## config.mk

```make
export PLATFORM = sky130hd
export DESIGN_NAME = burst_line_adapter
export DESIGN_NICKNAME = d
export VERILOG_FILES = /design/src/rtl/burst_line_adapter_pkg.sv /design/src/rtl/burst_beat_counter.sv /design/src/rtl/burst_line_adapter.sv
export SDC_FILE = /design/constraint.sdc
export NUM_CORES = 1
export LEC_CHECK = 0
export ABC_AREA = 1
export CORE_ASPECT_RATIO = 1.1
export CORE_UTILIZATION = 25
export DETAILED_ROUTE_END_ITERATION = 6
export PLACE_DENSITY = 0.57
export SLEW_MARGIN = 20
export SYNTH_ARGS = -nofsm -noshare
export SYNTH_HDL_FRONTEND = slang
export SYNTH_SLANG_ARGS = --single-unit
```

## constraint.sdc

```tcl
create_clock -name clk -period 2.38 [get_ports clk]
set_input_delay 0.357 -clock clk [delete_from_list [all_inputs] [get_ports clk]]
set_output_delay 0.357 -clock clk [all_outputs]
set_load 0.02 [all_outputs]
```

## src/rtl/burst_line_adapter_pkg.sv

```systemverilog
// Shared types and helpers for the burst line adapter.
// Holds the adapter FSM state encoding plus the beat-count and line-offset helpers.
package burst_line_adapter_pkg;

   typedef enum logic [2:0] {
      ST_IDLE,
      ST_RD_ISSUE,
      ST_RD_WAIT,
      ST_WR_BURST,
      ST_RESP
   } burst_state_t;

   // Number of bus beats needed to move one line.
   function automatic int beats_f(input int line_w, input int bus_w);
      return line_w / bus_w;
   endfunction

   // Number of byte-offset bits inside one line.
   function automatic int off_bits_f(input int line_w);
      return $clog2(line_w / 8);
   endfunction

endpackage

```

## src/rtl/burst_beat_counter.sv

```systemverilog
// Modulo-N beat counter shared by the read and write paths.
// Ports: clk, rst (sync, active-high), clr_i, inc_i, cnt_o (current beat), last_o (cnt_o == N-1).
module burst_beat_counter #(
   parameter int N  = 4,
   parameter int CW = $clog2(N)
) (
   input  logic          clk,
   input  logic          rst,
   input  logic          clr_i,
   input  logic          inc_i,
   output logic [CW-1:0] cnt_o,
   output logic          last_o
);

   logic [CW-1:0] cnt_q;
   logic [CW-1:0] cnt_d;

   assign last_o = (cnt_q == CW'(N - 1));
   assign cnt_o  = cnt_q;

   always_comb begin
      cnt_d = cnt_q;
      if (clr_i) begin
         cnt_d = '0;
      end else if (inc_i) begin
         // Wrap explicitly so the count is never used past N-1.
         cnt_d = last_o ? '0 : cnt_q + CW'(1);
      end
   end

   always_ff @(posedge clk) begin
      if (rst) begin
         cnt_q <= '0;
      end else begin
         cnt_q <= cnt_d;
      end
   end

endmodule

```

## src/rtl/burst_line_adapter.sv

```systemverilog
// Bidirectional line-to-burst adapter between cache miss logic and the bmem port.
// Ports: clk/rst; req_* line request from cache; resp_* one-cycle response;
// bmem_* burst memory bus (command, write beats, read beats).
module burst_line_adapter
   import burst_line_adapter_pkg::*;
#(
   parameter int LINE_W = 256,
   parameter int BUS_W  = 64,
   parameter int ADDR_W = 32
) (
   input  logic              clk,
   input  logic              rst,
   input  logic              req_valid,
   output logic              req_ready,
   input  logic              req_write,
   input  logic [ADDR_W-1:0] req_addr,
   input  logic [LINE_W-1:0] req_wdata,
   output logic              resp_valid,
   output logic [LINE_W-1:0] resp_rdata,
   input  logic              bmem_ready,
   output logic [ADDR_W-1:0] bmem_addr,
   output logic              bmem_read,
   output logic              bmem_write,
   output logic [BUS_W-1:0]  bmem_wdata,
   input  logic              bmem_rvalid,
   input  logic [BUS_W-1:0]  bmem_rdata
);

   localparam int BEATS = beats_f(LINE_W, BUS_W);
   localparam int OFF   = off_bits_f(LINE_W);
   localparam int CW    = $clog2(BEATS);

   burst_state_t      state_q, state_d;
   logic              wr_q,    wr_d;
   logic [ADDR_W-1:0] addr_q,  addr_d;
   logic [LINE_W-1:0] wdata_q, wdata_d;
   logic [LINE_W-1:0] buf_q,   buf_d;

   logic          cnt_clr;
   logic          cnt_inc;
   logic [CW-1:0] cnt;
   logic          cnt_last;

   burst_beat_counter #(
      .N  (BEATS),
      .CW (CW)
   ) u_cnt (
      .clk    (clk),
      .rst    (rst),
      .clr_i  (cnt_clr),
      .inc_i  (cnt_inc),
      .cnt_o  (cnt),
      .last_o (cnt_last)
   );

   always_comb begin
      state_d    = state_q;
      wr_d       = wr_q;
      addr_d     = addr_q;
      wdata_d    = wdata_q;
      buf_d      = buf_q;
      cnt_clr    = 1'b0;
      cnt_inc    = 1'b0;
      req_ready  = 1'b0;
      resp_valid = 1'b0;
      resp_rdata = '0;
      bmem_addr  = '0;
      bmem_read  = 1'b0;
      bmem_write = 1'b0;
      bmem_wdata = '0;

      unique case (state_q)
         ST_IDLE: begin
            req_ready = 1'b1;
            if (req_valid) begin
               wr_d    = req_write;
               addr_d  = {req_addr[ADDR_W-1:OFF], {OFF{1'b0}}};
               wdata_d = req_wdata;
               cnt_clr = 1'b1;
               // Fresh buffer per fill so a partial line never shows old data.
               if (!req_write) begin
                  buf_d = '0;
               end
               state_d = req_write ? ST_WR_BURST : ST_RD_ISSUE;
            end
         end

         ST_RD_ISSUE: begin
            bmem_addr = addr_q;
            bmem_read = bmem_ready;
            if (bmem_ready) begin
               cnt_clr = 1'b1;
               state_d = ST_RD_WAIT;
            end
         end

         ST_RD_WAIT: begin
            if (bmem_rvalid) begin
               for (int i = 0; i < BEATS; i++) begin
                  if (cnt == CW'(i)) begin
                     buf_d[i*BUS_W +: BUS_W] = bmem_rdata;
                  end
               end
               cnt_inc = 1'b1;
               if (cnt_last) begin
                  state_d = ST_RESP;
               end
            end
         end

         ST_WR_BURST: begin
            bmem_addr = addr_q;
            for (int i = 0; i < BEATS; i++) begin
               if (cnt == CW'(i)) begin
                  bmem_wdata = wdata_q[i*BUS_W +: BUS_W];
               end
            end
            // Only beat 0 waits on bmem_ready; the rest stream back to back.
            bmem_write = (cnt != '0) || bmem_ready;
            cnt_inc    = bmem_write;
            if (bmem_write && cnt_last) begin
               state_d = ST_RESP;
            end
         end

         ST_RESP: begin
            resp_valid = 1'b1;
            resp_rdata = wr_q ? '0 : buf_q;
            state_d    = ST_IDLE;
         end

         default: begin
            state_d = ST_IDLE;
         end
      endcase
   end

   always_ff @(posedge clk) begin
      if (rst) begin
         state_q <= ST_IDLE;
         wr_q    <= 1'b0;
         addr_q  <= '0;
         wdata_q <= '0;
         buf_q   <= '0;
      end else begin
         state_q <= state_d;
         wr_q    <= wr_d;
         addr_q  <= addr_d;
         wdata_q <= wdata_d;
         buf_q   <= buf_d;
      end
   end

endmodule
```

== After elaboration in Yosys (flattened, before gate mapping) ==
Cells that the tools add are included.
Word-level totals
  bits in latches: 0
  flip-flop bits (word level): 545
  output and inout bits: 356
  logic and storage cells: 73
  input port bits: 358
  bits in read-only memories: 0
  memories kept: 0
  bits in writable memories: 0
Cells by class
  $lt $le $gt $ge: 0
  shift operators: 0
  divide/modulo/power cells: 0
  multiplexer cells: 33
  reduce and logical (&&, ||, !) cells: 14
  equality and inequality tests: 16
  multipliers: 0
  add/subtract/negate cells: 1
  bitwise gates (word level): 0
Operators by type and width (number)
  2-to-1 mux 256 bit: 5
  2-to-1 mux 64 bit: 9
  case mux 256 bit (2 select lines): 1
  2-to-1 mux 32 bit: 1
  AND reduction 5 bit: 5
  != test 2 bit, second input constant: 9
  2-to-1 mux 3 bit: 5
  case mux 3 bit (4 select lines): 1
  2-to-1 mux 1 bit: 7
  == test 3 x 2 -> 1 bit, second input constant: 2
  == test 2 bit, second input constant: 2
  2-to-1 mux 2 bit: 2
  case mux 1 bit (2 select lines): 2
  nonzero test 2 bit: 2
  OR reduction 2 bit: 2
  == test 3 x 1 -> 1 bit, second input constant: 1
  == test 3 bit, second input constant: 1
  logical NOT 3 bit: 1
  adder 2 x 1 -> 2 bit, second input constant: 1
  == test 2 x 1 -> 1 bit, second input constant: 1
  logical NOT 2 bit: 1
  AND reduction 2 bit: 1
  logical AND 1 bit: 1
  logical OR 1 bit: 1

== Longest topological paths before layout ==
  word-level depth: 6
  mapped depth: 10
  gate-level depth less buffers: 9

== Hierarchy ==
From an unflattened synthesis, not the netlist that was laid out.
Unflattened totals
  cell total of the unflattened synthesis: 3757
  area total of the unflattened synthesis: 24529.8 um^2
By module, submodules not included
  burst_line_adapter: cells an instance 3743, seq. area each 10870.4 um^2, times used 1, area each 24432.2 um^2
  burst_beat_counter: cells an instance 14, seq. area each 40.0 um^2, times used 1, area each 97.6 um^2

== Worst setup path after synthesis ==
No wires, ideal clock.
  path type: reg2out
  from: register state_q[2]
  to: output resp_rdata[178]
  path slack: 0.070 ns
  arrival: 1.953 ns
  stages on the path, launching flop included: 7
  buffers on the path: 2
  data required time: 2.023 ns
  path through: dfxtp_1 inv_1 nor3_1 nand2_1 buf_2 buf_1 nor2_1
On the way
  longest elaborated chain between the ends: 2
RTL lines
  start, declared: line burst_line_adapter.sv:33  | burst_state_t state_q, state_d;
  start signal, assigned: line burst_line_adapter.sv:146  | state_q <= state_d;
  == test 3 bit: line burst_line_adapter.sv:72  | unique case (state_q)
  2-to-1 mux 256 bit: line burst_line_adapter.sv:72
  end, declared: line burst_line_adapter.sv:19  | output logic [LINE_W-1:0] resp_rdata,
Every way passes these cells.

== Final worst setup path ==
  from: register u_cnt.cnt_q[0], in the netlist u_cnt.cnt_o[0]
  to: output bmem_wdata[47]
On the way
  longest elaborated chain between the ends: 6
  elaborated cells between the ends (all ways): 9
  those cells by class: 3 x eq/ne; 5 x mux; 1 x reduce/logical
RTL lines
  start, declared: line burst_beat_counter.sv:15  | logic [CW-1:0] cnt_q;
  start signal, assigned: line burst_beat_counter.sv:35  | cnt_q <= cnt_d;
  logical NOT 2 bit: line burst_line_adapter.sv:114  | if (cnt == CW'(i)) begin
  2-to-1 mux 64 bit (3 in series): line burst_line_adapter.sv:114
  2-to-1 mux 64 bit *: line burst_line_adapter.sv:114
  2-to-1 mux 64 bit *: line burst_line_adapter.sv:72
  end, declared: line burst_line_adapter.sv:24  | output logic [BUS_W-1:0] bmem_wdata,
Mark *: on every way between the ends. The rest lies on a longest branch, timed or not.

==> impl_metrics.csv <==
group,metric,value,unit
run_status,status,"finished, violations left",
run_status,violations,"setup timing",
detailed_routing,postRouteAntennaNets,0,
detailed_routing,first_pass_iters,5,
clock_network,root_buffer,"clkbuf_16",
placed_design,io_buffer_count,703,
power_and_ir_drop,clock_power_share,0.227,
synthesis,syn_avg_cell_area,6.42,sq um
global_route,grt_pass1_wl,144000,um
sta,hold_viol_final,0,
clock_network,cts_htree_levels,2,
setup_path,cp.required,2020,ps
synthesis,synth_cell_type_count,28,
power_and_ir_drop,p_per_area,1150,nW/um^2
global_route,grt_overflow_total,0,
power_and_ir_drop,seq_power_share,0.312,
die,start_util,0.253,
setup_path,criticalPathCategory,"reg2out",
die,die_y,334,um
placed_design,dp_hpwl,69000,um
setup_path,max_stage_delay,330,ps
synthesis,synth_area_leaders,"dfxtp_1, nand2_1, nor2_1",
final_layout,fillerInstances,10600,
clock_network,numCtsBuffers,59,
job,cap_violations,0,
detailed_routing,drtIter0Drc,1694,
clock_network,clock_sinks,545,
synthesis,synth-edff-count,0,
die,die_area,102000,sq um
detailed_routing,num_vias,26400,
final_layout,syn2layout_area_growth,49.9,%
sta,slew_headroom,0.506,
global_route,grt_pass1_vias,24700,
synthesis,yosysTopAreaCellShare,0.435,
power_and_ir_drop,total_power,43100,uW
min_path,hold_start,"rst",
detailed_routing,drc,0,
min_path,holdPathEnd,"wdata_q[152]$_SDFFE_PP0P_",
setup_path,crit_family,"buffers and inverters",
global_route,grt_max_degree,138,
die,fp.dieW,304,um
setup_path,path_buf_inv,5,
synthesis,syn_inst,3903,
min_path,hold_depth,4,
min_path,min_path_type,"in2reg",
setup_path,r2r_slack,180,ps
global_route,antenna_found_initial,17,
synthesis,synth_common_cells,"nand2_1, nor2_1, dfxtp_1",
setup_path,r2r-end,"buf_q[56]$_SDFFE_PP0P_",
clock_network,clock_path_buffers,3,
sta,maxSlewViolCount,0,
synthesis,synth.yosys.seq_area_share,0.435,
clock_network,clock_latency,640,ps
final_layout,final_layout_size_suffix_gt1_frac,0.155,
power_and_ir_drop,internal_power,25400,uW
setup_path,crit-reg2reg-launch,"u_cnt.cnt_o[0]$_SDFFE_PP0P_",
setup_path,end_kind,"output pin",
power_and_ir_drop,p_leak,0.0160,uW
sta,rsz0062_at_grt,"true",
final_layout,layout.cells.non_filler,5960,
sta,setup_viol,297,
synthesis,yosysMostFrequentCell,"nand2_1",
power_and_ir_drop,p_sw,17700,uW
final_layout,nets,4980,
setup_path,path_cells,"buf_6 -> ha_4 -> buf_12 -> buf_12 -> buf_8 -> o21ai_2 -> nand2_1 -> a21oi_2 -> buf_6",
sta,layout_setup_ws,-264,ps
die,pin_count,714,
clock_network,hold_buffers,0,
sta,worst_pin_slew,740,ps
power_and_ir_drop,p_comb_frac,0.461,
power_and_ir_drop,ir_drop,0.624,mV
setup_path,cp_max_fo,7,
setup_path,startpoint_type,"register",
synthesis,synth_area,25100,sq um
sta,finalCriticalPeriod,2640,ps
synthesis,ys.flop_type,"dfxtp_1",
die,core,99200,sq um
detailed_routing,wl_per_cell,16.5,um
power_and_ir_drop,switching_share,0.410,
synthesis,synth.largest_area_cell,"dfxtp_1",
placed_design,place_congestion,0.837,
setup_path,reg2regPathDepth,11,
final_layout,final_area,37600,sq um
sta,timing.final.crit_share,1.11,
placed_design,dpl_cell_area,34400,sq um
synthesis,synth_warnings,0,
die,fp-row-count,121,
sta,max_freq,378,MHz
synthesis,ys_ff_latch,545,
sta,whs,134,ps
sta,fin_skew,37.8,ps
setup_path,arrival,2290,ps
setup_path,cp_slowest_cell,"dfxtp_2",
clock_network,path_clk_slew,70,ps
detailed_routing,avgViaCountPerCell,4.44,
placed_design,dp.cells,5802,
detailed_routing,totalWireLength,98100,um
clock_network,tritoncts,"done",
global_route,track_usage,0.181,
synthesis,synthArstFlopShare,0,
placed cells by master (no fill, tap or decap), types with 6 or more instances in the layout:
cell type        count
clkinv_2            11
nor2_2              23
a21oi_2             60
nor2_4              22
dfxtp_1            540
o21ai_2             12
buf_2               11
inv_2                7
nor3_1              70
buf_4              269
o21ai_0            203
clkdlybuf4s15_2     49
o21ai_1             39
nand3_1             67
nor2_1             634
clkdlybuf4s50_1    351
dlygate4sd2_1      117
clkbuf_1            13
buf_12              58
nand2_2              6
buf_8               10
bufinv_16            8
buf_6               54
clkbuf_8            12
clkbuf_16           65
inv_1              453
nand2_1           1061
a21oi_1            349
o21bai_1            34
routing by layer:
| metal | GRT usage | part of all wire | wire length, um |
|---|---|---|---|
| met5 | 0 | 0.0014 | 133 |
| met2 | 0.301 | 0.47 | 45900 |
| met3 | 0.0457 | 0.071 | 6980 |
| met4 | 0.0642 | 0.029 | 2800 |
| met1 | 0.225 | 0.43 | 42400 |
area by class of cell:
type | count | area (sq um) | area share
Antenna cell | 5 | 12.5 | 0.000333
Clock buffer | 84 | 1690 | 0.0450
Clock inverter | 23 | 342 | 0.00910
Inverter | 464 | 1760 | 0.0469
Multi-Input combinational cell | 2609 | 11700 | 0.313
Sequential cell | 545 | 10900 | 0.291
Tap cell | 1291 | 1620 | 0.0430
Timing Repair Buffer | 938 | 9460 | 0.252
Timing Repair inverter | 1 | 7.51 | 0.000200
power by group through the flow:
stage / registers [uW] / logic, uW / clock network, uW
3_3_place_gp: 13500 / 18500 / 0
5_1_grt: 13800 / 22200 / 10300
3_5_place_dp: 13600 / 18700 / 0
2_1_floorplan: 13200 / 12200 / 0
6_report: 13500 / 19800 / 9790
4_1_cts: 13400 / 19300 / 10000
repair_timing:
| item | CTS | global route |
|---|---|---|
| endpoints found under the setup margin | 350 | 350 |
| gates cloned | 5 | 9 |
| buffers inserted | 19 | 18 |
| hold endpoints to repair | 0 | 0 |
| pin swaps | 18 | 27 |
| resized for setup | 861 | 542 |
metrics by stage:
step / setup TNS [ps] / setup slack (ps) / utilization
2_1_floorplan: 0 / 69.6 / -
3_3_place_gp: -3490 / -159 / 0.347
3_5_place_dp: -3840 / -160 / 0.347
4_1_cts: -71040 / -307 / 0.370
5_1_grt: -76540 / -361 / 0.379
6_report: -40170 / -264 / 0.379
sequential cells by signal, indices dropped and copies added (netlist names):
signal and cells:
addr_q 27, buf_q 256, state_q 3, u_cnt.cnt_o 2
wdata_q 256, wr_q 1
logic make-up after synthesis:
group	share of synthesized area
flops	0.435
fa+ha+maj	0.00200
buf+inv	0.123
simple gates	0.294
compound gates	0.145
other cells	0.000150
worst max path at each step:
stage	slack (ps)	to	start	cells after the start
4_1_cts	-310	bmem_wdata[53]	u_cnt.cnt_o[0]$_SDFFE_PP0P_	9
2_1_floorplan	70	resp_rdata[178]	state_q[2]$_SDFFE_PP0P_	6
5_1_grt	-360	bmem_wdata[47]	u_cnt.cnt_o[0]$_SDFFE_PP0P_	9
6_report	-260	bmem_wdata[47]	u_cnt.cnt_o[0]$_SDFFE_PP0P_	9
3_3_place_gp	-160	bmem_wdata[13]	u_cnt.cnt_o[0]$_SDFFE_PP0P_	8
3_5_place_dp	-160	bmem_wdata[60]	u_cnt.cnt_o[0]$_SDFFE_PP0P_	9
worst min-delay path, delay by kind of cell:
family / cells / cell delay [ps]
buffers and inverters: 2 / 210
AOI/OAI and AO/OA: 2 / 140
(Power assumes the default switching activity.)
